### config.mk
export PLATFORM = sky130hd
export DESIGN_NAME = cmd_serializer_flat
export DESIGN_NICKNAME = d
export VERILOG_FILES = /design/src/rtl/cmd_serializer_pkg.sv /design/src/rtl/cmd_serializer_if.sv /design/src/rtl/crc7_serial.sv /design/src/rtl/cmd_serializer.sv /design/src/flat_wrapper.sv
export SDC_FILE = /design/constraint.sdc
export NUM_CORES = 1
export LEC_CHECK = 0
export ABC_AREA = 1
export CAP_MARGIN = 30
export CORE_MARGIN = 2
export CORE_UTILIZATION = 46
export DETAILED_ROUTE_END_ITERATION = 10
export PLACE_DENSITY_LB_ADDON = 0.15
export SYNTH_ARGS = -nofsm -noshare
export SYNTH_HDL_FRONTEND = slang
export SYNTH_HIERARCHICAL = 1
export SYNTH_SLANG_ARGS = --single-unit
### constraint.sdc
create_clock -name iSD_clock -period 4 [get_ports iSD_clock]
set_clock_uncertainty 0.05 [all_clocks]
set_input_delay 1 -clock iSD_clock [delete_from_list [all_inputs] [get_ports iSD_clock]]
set_output_delay 1 -clock iSD_clock [all_outputs]
set_load 0.005 [all_outputs]
### src/rtl/cmd_serializer_pkg.sv
// Shared definitions for the SD command serializer and its CRC7 engine:
// FSM encoding, frame geometry, CRC polynomial and the command payload type.
package cmd_serializer_pkg;

  localparam int unsigned FRAME_LEN = 48;
  localparam int unsigned HDR_LEN   = 40;
  localparam int unsigned CNT_W     = 6;
  localparam int unsigned CRC_W     = 7;
  localparam int unsigned IDX_W     = 6;
  localparam int unsigned ARG_W     = 32;

  localparam logic [CRC_W-1:0] CRC7_POLY = 7'h09;

  localparam logic [1:0] ST_IDLE  = 2'd0;
  localparam logic [1:0] ST_SHIFT = 2'd1;
  localparam logic [1:0] ST_GAP   = 2'd2;

  typedef struct packed {
    logic [IDX_W-1:0] index;
    logic [ARG_W-1:0] argument;
  } cmd_req_t;

  // Frame bits 47..8: start bit, transmission bit, index, argument.
  function automatic logic [HDR_LEN-1:0] cmd_header(input cmd_req_t req);
    return {1'b0, 1'b1, req.index, req.argument};
  endfunction

endpackage

### src/rtl/cmd_serializer_if.sv
// Host request and pad-side signals of the command serializer.
interface cmd_serializer_if;
  import cmd_serializer_pkg::*;

  logic             iStart;
  logic [IDX_W-1:0] iCommand_index;
  logic [ARG_W-1:0] iArgument;
  logic             oEnable;
  logic             oOutput_input;
  logic             oData_in;
  logic             oBusy;
  logic             oDone;

  modport master (
    output iStart,
    output iCommand_index,
    output iArgument,
    input  oEnable,
    input  oOutput_input,
    input  oData_in,
    input  oBusy,
    input  oDone
  );

  modport slave (
    input  iStart,
    input  iCommand_index,
    input  iArgument,
    output oEnable,
    output oOutput_input,
    output oData_in,
    output oBusy,
    output oDone
  );

endinterface

### src/rtl/crc7_serial.sv
// Bit-serial CRC7 (x^7 + x^3 + 1); clear with enable seeds the first bit from zero,
// so a frame's first bit can be absorbed on the same edge that restarts the CRC.
module crc7_serial
  import cmd_serializer_pkg::*;
(
  input  logic             iSD_clock,
  input  logic             iReset_n,
  input  logic             iClear,
  input  logic             iEnable,
  input  logic             iBit,
  output logic [CRC_W-1:0] oCrc
);

  logic [CRC_W-1:0] r_crc;
  logic [CRC_W-1:0] w_seed;
  logic [CRC_W-1:0] w_step;
  logic             w_feedback;

  always_comb begin
    w_seed     = iClear ? '0 : r_crc;
    w_feedback = iBit ^ w_seed[CRC_W-1];
    w_step     = {w_seed[CRC_W-2:0], 1'b0} ^ (w_feedback ? CRC7_POLY : '0);
  end

  always_ff @(posedge iSD_clock or negedge iReset_n) begin
    if (!iReset_n) begin
      r_crc <= '0;
    end else if (iEnable) begin
      r_crc <= w_step;
    end else if (iClear) begin
      r_crc <= '0;
    end
  end

  assign oCrc = r_crc;

endmodule

### src/rtl/cmd_serializer.sv
// SD CMD-line serializer: accepts a command, shifts the 48-bit frame out MSB first
// with a serially computed CRC7, then holds the line released for pGAP_CYCLES clocks.
module cmd_serializer
  import cmd_serializer_pkg::*;
#(
  parameter int unsigned pGAP_CYCLES = 8
) (
  input  logic             iSD_clock,
  input  logic             iReset_n,
  cmd_serializer_if.slave  bus
);

  localparam int unsigned GAP_W    = (pGAP_CYCLES > 1) ? $clog2(pGAP_CYCLES) : 1;
  localparam int unsigned GAP_LOAD = (pGAP_CYCLES > 0) ? pGAP_CYCLES - 1 : 0;
  localparam int unsigned CRC_CNT  = 8;
  localparam int unsigned SHR_W    = HDR_LEN - 1;

  logic [1:0]       r_state;
  logic [CNT_W-1:0] r_bit_cnt;
  logic [GAP_W-1:0] r_gap_cnt;
  logic [SHR_W-1:0] r_frame;
  logic             r_enable;
  logic             r_dir;
  logic             r_data;
  logic             r_busy;
  logic             r_done;

  logic [1:0]         w_state_nxt;
  logic [CNT_W-1:0]   w_bit_cnt_nxt;
  logic [GAP_W-1:0]   w_gap_cnt_nxt;
  logic [SHR_W-1:0]   w_frame_nxt;
  logic               w_bit_nxt;
  logic               w_done_nxt;
  logic               w_crc_clr;
  logic               w_crc_en;
  logic [CRC_W-1:0]   w_crc;
  logic [HDR_LEN-1:0] w_hdr;
  cmd_req_t           w_req;

  assign w_req.index    = bus.iCommand_index;
  assign w_req.argument = bus.iArgument;
  assign w_hdr          = cmd_header(w_req);

  crc7_serial u_crc7 (
    .iSD_clock (iSD_clock),
    .iReset_n  (iReset_n),
    .iClear    (w_crc_clr),
    .iEnable   (w_crc_en),
    .iBit      (w_bit_nxt),
    .oCrc      (w_crc)
  );

  // Next-state logic; w_bit_nxt is the bit that will sit on the line next cycle.
  always_comb begin
    w_state_nxt   = r_state;
    w_bit_cnt_nxt = r_bit_cnt;
    w_gap_cnt_nxt = r_gap_cnt;
    w_frame_nxt   = r_frame;
    w_bit_nxt     = 1'b1;
    w_done_nxt    = 1'b0;
    w_crc_clr     = 1'b0;
    w_crc_en      = 1'b0;

    case (r_state)
      ST_IDLE: begin
        if (bus.iStart) begin
          w_state_nxt   = ST_SHIFT;
          w_bit_cnt_nxt = CNT_W'(FRAME_LEN - 1);
          w_frame_nxt   = w_hdr[SHR_W-1:0];
          w_bit_nxt     = w_hdr[HDR_LEN-1];
          w_crc_clr     = 1'b1;
          w_crc_en      = 1'b1;
        end
      end

      ST_SHIFT: begin
        if (r_bit_cnt == CNT_W'(0)) begin
          w_done_nxt = 1'b1;
          if (pGAP_CYCLES == 0) begin
            w_state_nxt = ST_IDLE;
          end else begin
            w_state_nxt   = ST_GAP;
            w_gap_cnt_nxt = GAP_W'(GAP_LOAD);
          end
        end else begin
          w_bit_cnt_nxt = r_bit_cnt - CNT_W'(1);
          if (r_bit_cnt > CNT_W'(CRC_CNT)) begin
            // Header bits still feed the CRC as they are loaded onto the line.
            w_bit_nxt   = r_frame[SHR_W-1];
            w_frame_nxt = {r_frame[SHR_W-2:0], 1'b0};
            w_crc_en    = 1'b1;
          end else if (r_bit_cnt > CNT_W'(1)) begin
            w_bit_nxt = w_crc[3'(r_bit_cnt - CNT_W'(2))];
          end else begin
            w_bit_nxt = 1'b1;
          end
        end
      end

      ST_GAP: begin
        if (r_gap_cnt == '0) begin
          w_state_nxt = ST_IDLE;
        end else begin
          w_gap_cnt_nxt = r_gap_cnt - GAP_W'(1);
        end
      end

      default: begin
        w_state_nxt = ST_IDLE;
      end
    endcase
  end

  // State, datapath and registered pad outputs.
  always_ff @(posedge iSD_clock or negedge iReset_n) begin
    if (!iReset_n) begin
      r_state   <= ST_IDLE;
      r_bit_cnt <= '0;
      r_gap_cnt <= '0;
      r_frame   <= '0;
      r_enable  <= 1'b0;
      r_dir     <= 1'b0;
      r_data    <= 1'b1;
      r_busy    <= 1'b0;
      r_done    <= 1'b0;
    end else begin
      r_state   <= w_state_nxt;
      r_bit_cnt <= w_bit_cnt_nxt;
      r_gap_cnt <= w_gap_cnt_nxt;
      r_frame   <= w_frame_nxt;
      r_enable  <= 1'b1;
      r_dir     <= (w_state_nxt == ST_SHIFT);
      r_data    <= (w_state_nxt == ST_SHIFT) ? w_bit_nxt : 1'b1;
      r_busy    <= (w_state_nxt != ST_IDLE);
      r_done    <= w_done_nxt;
    end
  end

  assign bus.oEnable       = r_enable;
  assign bus.oOutput_input = r_dir;
  assign bus.oData_in      = r_data;
  assign bus.oBusy         = r_busy;
  assign bus.oDone         = r_done;

endmodule

### src/flat_wrapper.sv
// flat-port wrapper written by rule: the top's interface ports become plain ports
module cmd_serializer_flat import cmd_serializer_pkg::*;
#(
  parameter int unsigned pGAP_CYCLES = 8
)
  (iSD_clock, iReset_n, bus_iStart, bus_iCommand_index, bus_iArgument, bus_oEnable, bus_oOutput_input, bus_oData_in, bus_oBusy, bus_oDone);
  cmd_serializer_if bus_i ();
  input  logic iSD_clock;
  input  logic iReset_n;
  input wire logic [$bits(bus_i.iStart)-1:0] bus_iStart;
  input wire logic [$bits(bus_i.iCommand_index)-1:0] bus_iCommand_index;
  input wire logic [$bits(bus_i.iArgument)-1:0] bus_iArgument;
  output wire logic [$bits(bus_i.oEnable)-1:0] bus_oEnable;
  output wire logic [$bits(bus_i.oOutput_input)-1:0] bus_oOutput_input;
  output wire logic [$bits(bus_i.oData_in)-1:0] bus_oData_in;
  output wire logic [$bits(bus_i.oBusy)-1:0] bus_oBusy;
  output wire logic [$bits(bus_i.oDone)-1:0] bus_oDone;
  assign bus_i.iStart = bus_iStart;
  assign bus_i.iCommand_index = bus_iCommand_index;
  assign bus_i.iArgument = bus_iArgument;
  assign bus_oEnable = bus_i.oEnable;
  assign bus_oOutput_input = bus_i.oOutput_input;
  assign bus_oData_in = bus_i.oData_in;
  assign bus_oBusy = bus_i.oBusy;
  assign bus_oDone = bus_i.oDone;
  cmd_serializer #(.pGAP_CYCLES(pGAP_CYCLES)) u_core (.iSD_clock(iSD_clock), .iReset_n(iReset_n), .bus(bus_i));
endmodule
==> metrics.cfg, run 1 <==
[final_layout]
drive_above_1_share_pct = 9.52
final_cell_mix = 107 x nand2_1, 78 x o21ai_0, 61 x dfrtp_1, 54 x inv_1, 44 x clkdlybuf4s50_1
num-fill-cells = 612
layout_commonest_cell = nand2_1
fin_util_pct = 57.3
synthToLayoutAreaGrowth_pct = 21.6
diodes = 0
nets = 484

[outcome]
status = completed

[clock_network]
clock-sinks = 62
clockBufferDepth = 2
clock_latency_ns = 0.34
cts_buffers = 9
clk_pin_slew_ns = 0.07
cts_hold_buf = 0
cts_tree = built
h-tree-depth = 3
cts_setup_buffers = 0
clock-root-buffer = clkbuf_8
cts.repair.resized = 0

[global_routing]
antenna_found_initial = 0
grt-ovfl-total = 0
grt_pass1_wl_um = 10400
grt_max_degree = 65
grt.total_usage_pct = 17.6
grt_pass1_vias = 2291

[placement]
port_buffers = 45
gp_routability_congestion = 0.796
dp_hpwl_um = 4040

[routing]
vias = 2489
drt-vias-per-instance = 4.78
wl_per_cell_um = 11.6
drc = 0
drt_wl_total_um = 6040
ant_nets = 0
first_pass_iters = 4
drtIter0Drc = 169

[logic_synthesis]
synth-seq-area-share_pct = 49.1
yosys_register_bits = 62
synthesis.nets = 442
syn_inst = 394
async_flop_share_pct = 100
yosys.cell_types.count = 29
avgSynthCellArea_um2 = 8.03
dominantRegCellSynth = dfrtp_1
synth.cell_area_um2 = 3170
synth_edf_count = 0
synth_warnings = 6

[timing]
setup_violations = 0
min_period_ns = 2.56
fmax_ghz = 0.391
final.setup.tns_ns = 0
slew_headroom_pct = 43.6
rsz0062_at_grt = no
worst_slew_pin_slew_ns = 0.846
slew_violations = 0
hold_violations = 0
min_period_over_period_pct = 63.9

[min_path]
hold_class = reg -> reg

[critical_path]
critical_path.max_stage_delay_ns = 0.58
crit_required_ns = 4.17
path_max_fanout = 29
worstSetupPathType = reg -> reg
cp-end-kind = flip-flop
cp_slowest_cell = o21ai_4
path_cells = inv_1, ha_1, nand2_1, a21oi_2, o21ai_4, buf_4, inv_8, nand3_1, o21ai_2, nand2_1, nand2_1
arrival_ns = 2.73
cp_common_cell = nand2_1
startpoint_type = flip-flop

[floorplan]
coreArea_um2 = 6720
die_h_um = 87.0
initial_core_util_pct = 47.1
dieArea_um2 = 7560
ios = 46
num_rows = 30
die_x_um = 87.0

[pwr]
ir_worst_vdd_v = 0.000379
power_leakage_uw = 0.00180
p_per_area_nw_per_um2 = 774

[flow_run]
maxCapViolations = 0

[metrics by stage]
step	worst slack [ns]	cells	total power (µW)	hold WS [ns]	area (µm²)
CTS	1.45	521	3010	0.469	3850
global placement	1.16	504	2350	0.435	3620
detailed placement	1.14	505	2400	0.448	3640
global route	1.18	521	3280	0.483	3850
finish	1.44	521	2980	0.464	3850
floorplan	1.88	394	2140	0.421	3170
[synth_stat cells (3+ instances only)]
master,n,area [µm²]
nand2_1,107,402
o21ai_0,78,390
dfrtp_1,61,1530
inv_1,54,203
nand3_1,23,115
nor2_1,9,33.8
buf_2,7,35.0
ha_1,7,87.6
o21ai_2,7,61.3
buf_6,5,56.3
a21oi_1,4,20.0
inv_2,4,15.0
o21ai_1,4,20.0
a21oi_2,3,26.3
clkbuf_1,3,11.3
clkbuf_2,3,15.0
[worst max-delay path: cells and delay by family, from the launching register on]
kind            cells  cell delay [ns]
compound gates      3             0.72
buf+inv             3             0.63
flops               1             0.45
simple gates        4             0.29
fa+ha+maj           1             0.28
[layout make-up]
| cell class | instances | area [µm²] | area share, % |
|---|---|---|---|
| inverter | 59 | 229 | 5.95 |
| multi-input combinational | 255 | 1270 | 32.9 |
| clock inverter | 6 | 86.3 | 2.24 |
| clock buffer | 10 | 128 | 3.31 |
| timing repair buffer | 49 | 488 | 12.7 |
| tap | 80 | 100 | 2.60 |
| sequential | 62 | 1550 | 40.3 |
[sequential cells by signal (all words and copies together), names as in the netlist]
register,count
u_core/r_gap_cnt,3
u_core/r_bit_cnt,6
u_core/u_crc7/oCrc,7
u_core/r_frame,39
u_core/bus.oData_in,1
u_core/bus.oEnable,1
u_core/r_state,2
u_core/bus.oOutput_input,1
u_core/bus.oBusy,1
u_core/bus.oDone,1
[report_power, final]
group | switching (µW) | total, µW | internal [µW]
Combinational | 865 | 1360 | 495
Clock | 247 | 597 | 350
Sequential | 115 | 1020 | 908
Total | 1230 | 2980 | 1750
[path summary, 6_finish.rpt]
path / start / to / slack (ns) / cells past startpoint
max: u_core/r_bit_cnt[0] / u_core/u_crc7/oCrc[3] / 1.44 / 11
min: u_core/r_bit_cnt[2] / u_core/r_bit_cnt[2] / 0.46 / 2
max reg2reg: u_core/r_bit_cnt[0] / u_core/u_crc7/oCrc[3] / 1.44 / 11
min reg2reg: u_core/r_bit_cnt[2] / u_core/r_bit_cnt[2] / 0.46 / 2
max in group asynchronous: iReset_n / u_core/r_frame[0] / 2.33 / 2
min in group asynchronous: iReset_n / u_core/r_frame[27] / 0.71 / 1
[metal layers]
metal | share of wire, % | vias to the layer above | track usage (%)
met5 | 0 | - | 0
met4 | 1.5 | 0 | 6.39
met3 | 4.0 | 10 | 4.74
met2 | 43 | 33 | 25.5
met1 | 52 | 1113 | 25.3
li1 | - | 1333 | -
[cell families (layout without fill, tap and decap cells)]
logic type | Yosys count | count (layout) | synth area share, %
simple gates | 147 | 147 | 19.5
other cells | 1 | 1 | 0.118
fa+ha+maj | 7 | 7 | 2.77
buf+inv | 77 | 124 | 10.9
compound gates | 99 | 99 | 17.4
flops | 62 | 62 | 49.1
xor+xnor | 1 | 1 | 0.277
Note: power is estimated with default switching activity, not from simulation.
==> inputs of run 2 (changes only) <==
==> constraint.sdc (replaced) <==
create_clock -name iSD_clock -period 2.5 [get_ports iSD_clock]
set_clock_uncertainty 0.05 [all_clocks]
set_input_delay 0.625 -clock iSD_clock [delete_from_list [all_inputs] [get_ports iSD_clock]]
set_output_delay 0.625 -clock iSD_clock [all_outputs]
set_load 0.005 [all_outputs]
==> run 2 against run 1 <==
Against the previous run:
- register-to-register slack got worse by 1.1 ns
- cell area grew 0.84%
- hold slack got worse by 0.23 ns
- wire length is 0.25% lower
- critical path depth fell by 3
- critical path type unchanged
==> metrics.cfg, run 2 (same netlist as run 1, synthesis figures left out) <==
[outcome]
status = completed

[pwr]
finalPower_uw = 4860  ; +63%
combPwrFrac_pct = 45.3  ; -0.3 points
switching_share_pct = 40.3  ; -0.92 points
power_leakage_uw = 0.00182  ; +1.1%
p_per_area_nw_per_um2 = 1250  ; +62%
ir_worst_vdd_v = 0.000737  ; +95%
p_clk_share_pct = 21.0  ; +1.0 points
p_sw_uw = 1960  ; +60%
p_seq_share_pct = 33.7  ; -0.6 points
p_int_uw = 2910  ; +66%

[global_routing]
grt_pass1_vias = 2386  ; +4.1%
grt-ovfl-total = 0  ; unchanged
antenna_found_initial = 0  ; unchanged
grt_max_degree = 76  ; +17%
grt.total_usage_pct = 17.7  ; +0.096 points
grt_pass1_wl_um = 10400  ; -0.13%

[clock_network]
cts.repair.resized = 0  ; unchanged
clock-sinks = 62  ; unchanged
cts_setup_buffers = 0  ; unchanged
cts_hold_buf = 0  ; unchanged
clock_latency_ns = 0.34  ; about the same
h-tree-depth = 3  ; unchanged
cts_buffers = 9  ; unchanged
clock-root-buffer = clkbuf_8
cts_tree = built
clk_pin_slew_ns = 0.07  ; about the same
clockBufferDepth = 2  ; unchanged

[final_layout]
largest_register_ffs = 39  ; unchanged
final_cell_mix = 107 x nand2_1, 78 x o21ai_0, 61 x dfrtp_1, 54 x inv_1, 44 x clkdlybuf4s50_1
max_flop_register = u_core/r_frame
fin_util_pct = 57.8  ; +0.48 points
diodes = 0  ; unchanged
drive_above_1_share_pct = 9.52  ; unchanged
num-fill-cells = 605  ; -1.1%
nets = 484  ; unchanged
layout_commonest_cell = nand2_1
synthToLayoutAreaGrowth_pct = 22.6
stdcell_area_um2 = 3880  ; +0.84%

[routing]
drt-vias-per-instance = 4.91  ; +2.8%
drc = 0  ; unchanged
wl_met2_um = 2730  ; +5.4%
ant_nets = 0  ; unchanged
vias = 2558  ; +2.8%
dr_wl_met3_um = 213  ; -11%
drt_wl_total_um = 6030  ; -0.25%
drtIter0Drc = 180  ; +6.5%
met1_length_um = 2990  ; -4.2%
wl_per_cell_um = 11.6  ; -0.25%
highest_layer = met4
first_pass_iters = 4  ; unchanged

[timing]
slew_violations = 0  ; unchanged
rsz0062_at_grt = no
final.setup.tns_ns = 0  ; unchanged
min_period_ns = 2.13  ; -0.430 ns
slew_headroom_pct = 58.7  ; +15 points
hold_ws_ns = 0.231  ; -0.233 ns
fmax_ghz = 0.470  ; +20%
worst_slew_pin_slew_ns = 0.620  ; -0.226 ns
setup_violations = 0  ; unchanged
min_period_over_period_pct = 85.1  ; +21 points
hold_violations = 0  ; unchanged

[floorplan]
die_x_um = 87.0  ; unchanged
coreArea_um2 = 6720  ; unchanged
die_h_um = 87.0  ; unchanged
initial_core_util_pct = 47.1  ; unchanged
ios = 46  ; unchanged
num_rows = 30  ; unchanged
dieArea_um2 = 7560  ; unchanged

[critical_path]
crit_required_ns = 2.71  ; -1.46 ns
critical_path.max_stage_delay_ns = 0.46  ; -0.12 ns
path_cells = inv_1, ha_1, nand2_1, a21oi_2, o21ai_4, buf_4, nand3_1, o21ai_2
startpoint_type = flip-flop
cp_slowest_cell = dfrtp_1
cp-end-kind = flip-flop
path_max_fanout = 21  ; -28%
worstSetupPathType = reg -> reg
rrSetupSlack_ns = 0.37  ; -1.07 ns
arrival_ns = 2.34  ; -0.39 ns

[placement]
gp_routability_congestion = 0.787  ; -1.1%
port_buffers = 45  ; unchanged
dp_hpwl_um = 3940  ; -2.3%
placed_area_um2 = 3650  ; +0.34%

[min_path]
hold_class = in -> async

[flow_run]
maxCapViolations = 0  ; unchanged

## run 2: power by group through the flow
stage | combinational [µW] | sequential (µW) | clock (µW)
3_5_place_dp | 2220 | 1660 | 0
6_report | 2200 | 1640 | 1020
2_1_floorplan | 1810 | 1610 | 0
3_3_place_gp | 2160 | 1640 | 0
5_1_grt | 2590 | 1680 | 1100
4_1_cts | 2230 | 1640 | 1050
## run 2: critical path, delay by kind of cell, from the launching register on
family	cells	cell delay [ns]
buffers and inverters	2	0.52
AND/OR/NAND/NOR	2	0.20
adder cells (fa/ha/maj)	1	0.27
AO/OA/AOI/OAI	3	0.55
flip-flops	1	0.46
## run 2: metal layers
metal  up-vias  track usage, %
met4         0            7.95
met1      1173            23.1
met5         -               0
met3        11            4.36
li1       1335               -
met2        39            27.8
## run 2: worst paths after layout
| kind | start | endpoint | depth (start not counted) |
|---|---|---|---|
| max | u_core/r_bit_cnt[0] | u_core/r_frame[0] | 8 |
| min | iReset_n | u_core/r_frame[25] | 2 |
| max reg2reg | u_core/r_bit_cnt[0] | u_core/r_frame[0] | 8 |
| min reg2reg | u_core/r_frame[1] | u_core/r_frame[1] | 2 |
| max in group asynchronous | iReset_n | u_core/bus.oData_in | 2 |
| min in group iSD_clock | u_core/r_frame[1] | u_core/r_frame[1] | 2 |
## run 2: per-stage QoR
| step | setup slack (ns) | cells |
|---|---|---|
| 2_1_floorplan | 0.551 | 394 |
| 4_1_cts | 0.385 | 521 |
| 5_1_grt | 0.191 | 521 |
| 6_report | 0.373 | 521 |
| 3_3_place_gp | 0.359 | 505 |
| 3_5_place_dp | 0.326 | 505 |
## run 2: layout make-up
cell class | instances | area [µm²] | share of cell area [%]
multi-input cells | 255 | 1270 | 32.6
clock inverters | 3 | 65.1 | 1.68
inverters | 59 | 229 | 5.90
well taps | 80 | 100 | 2.58
repair buffers | 49 | 500 | 12.9
clock buffers | 13 | 169 | 4.35
flip-flops and latches | 62 | 1550 | 40.0
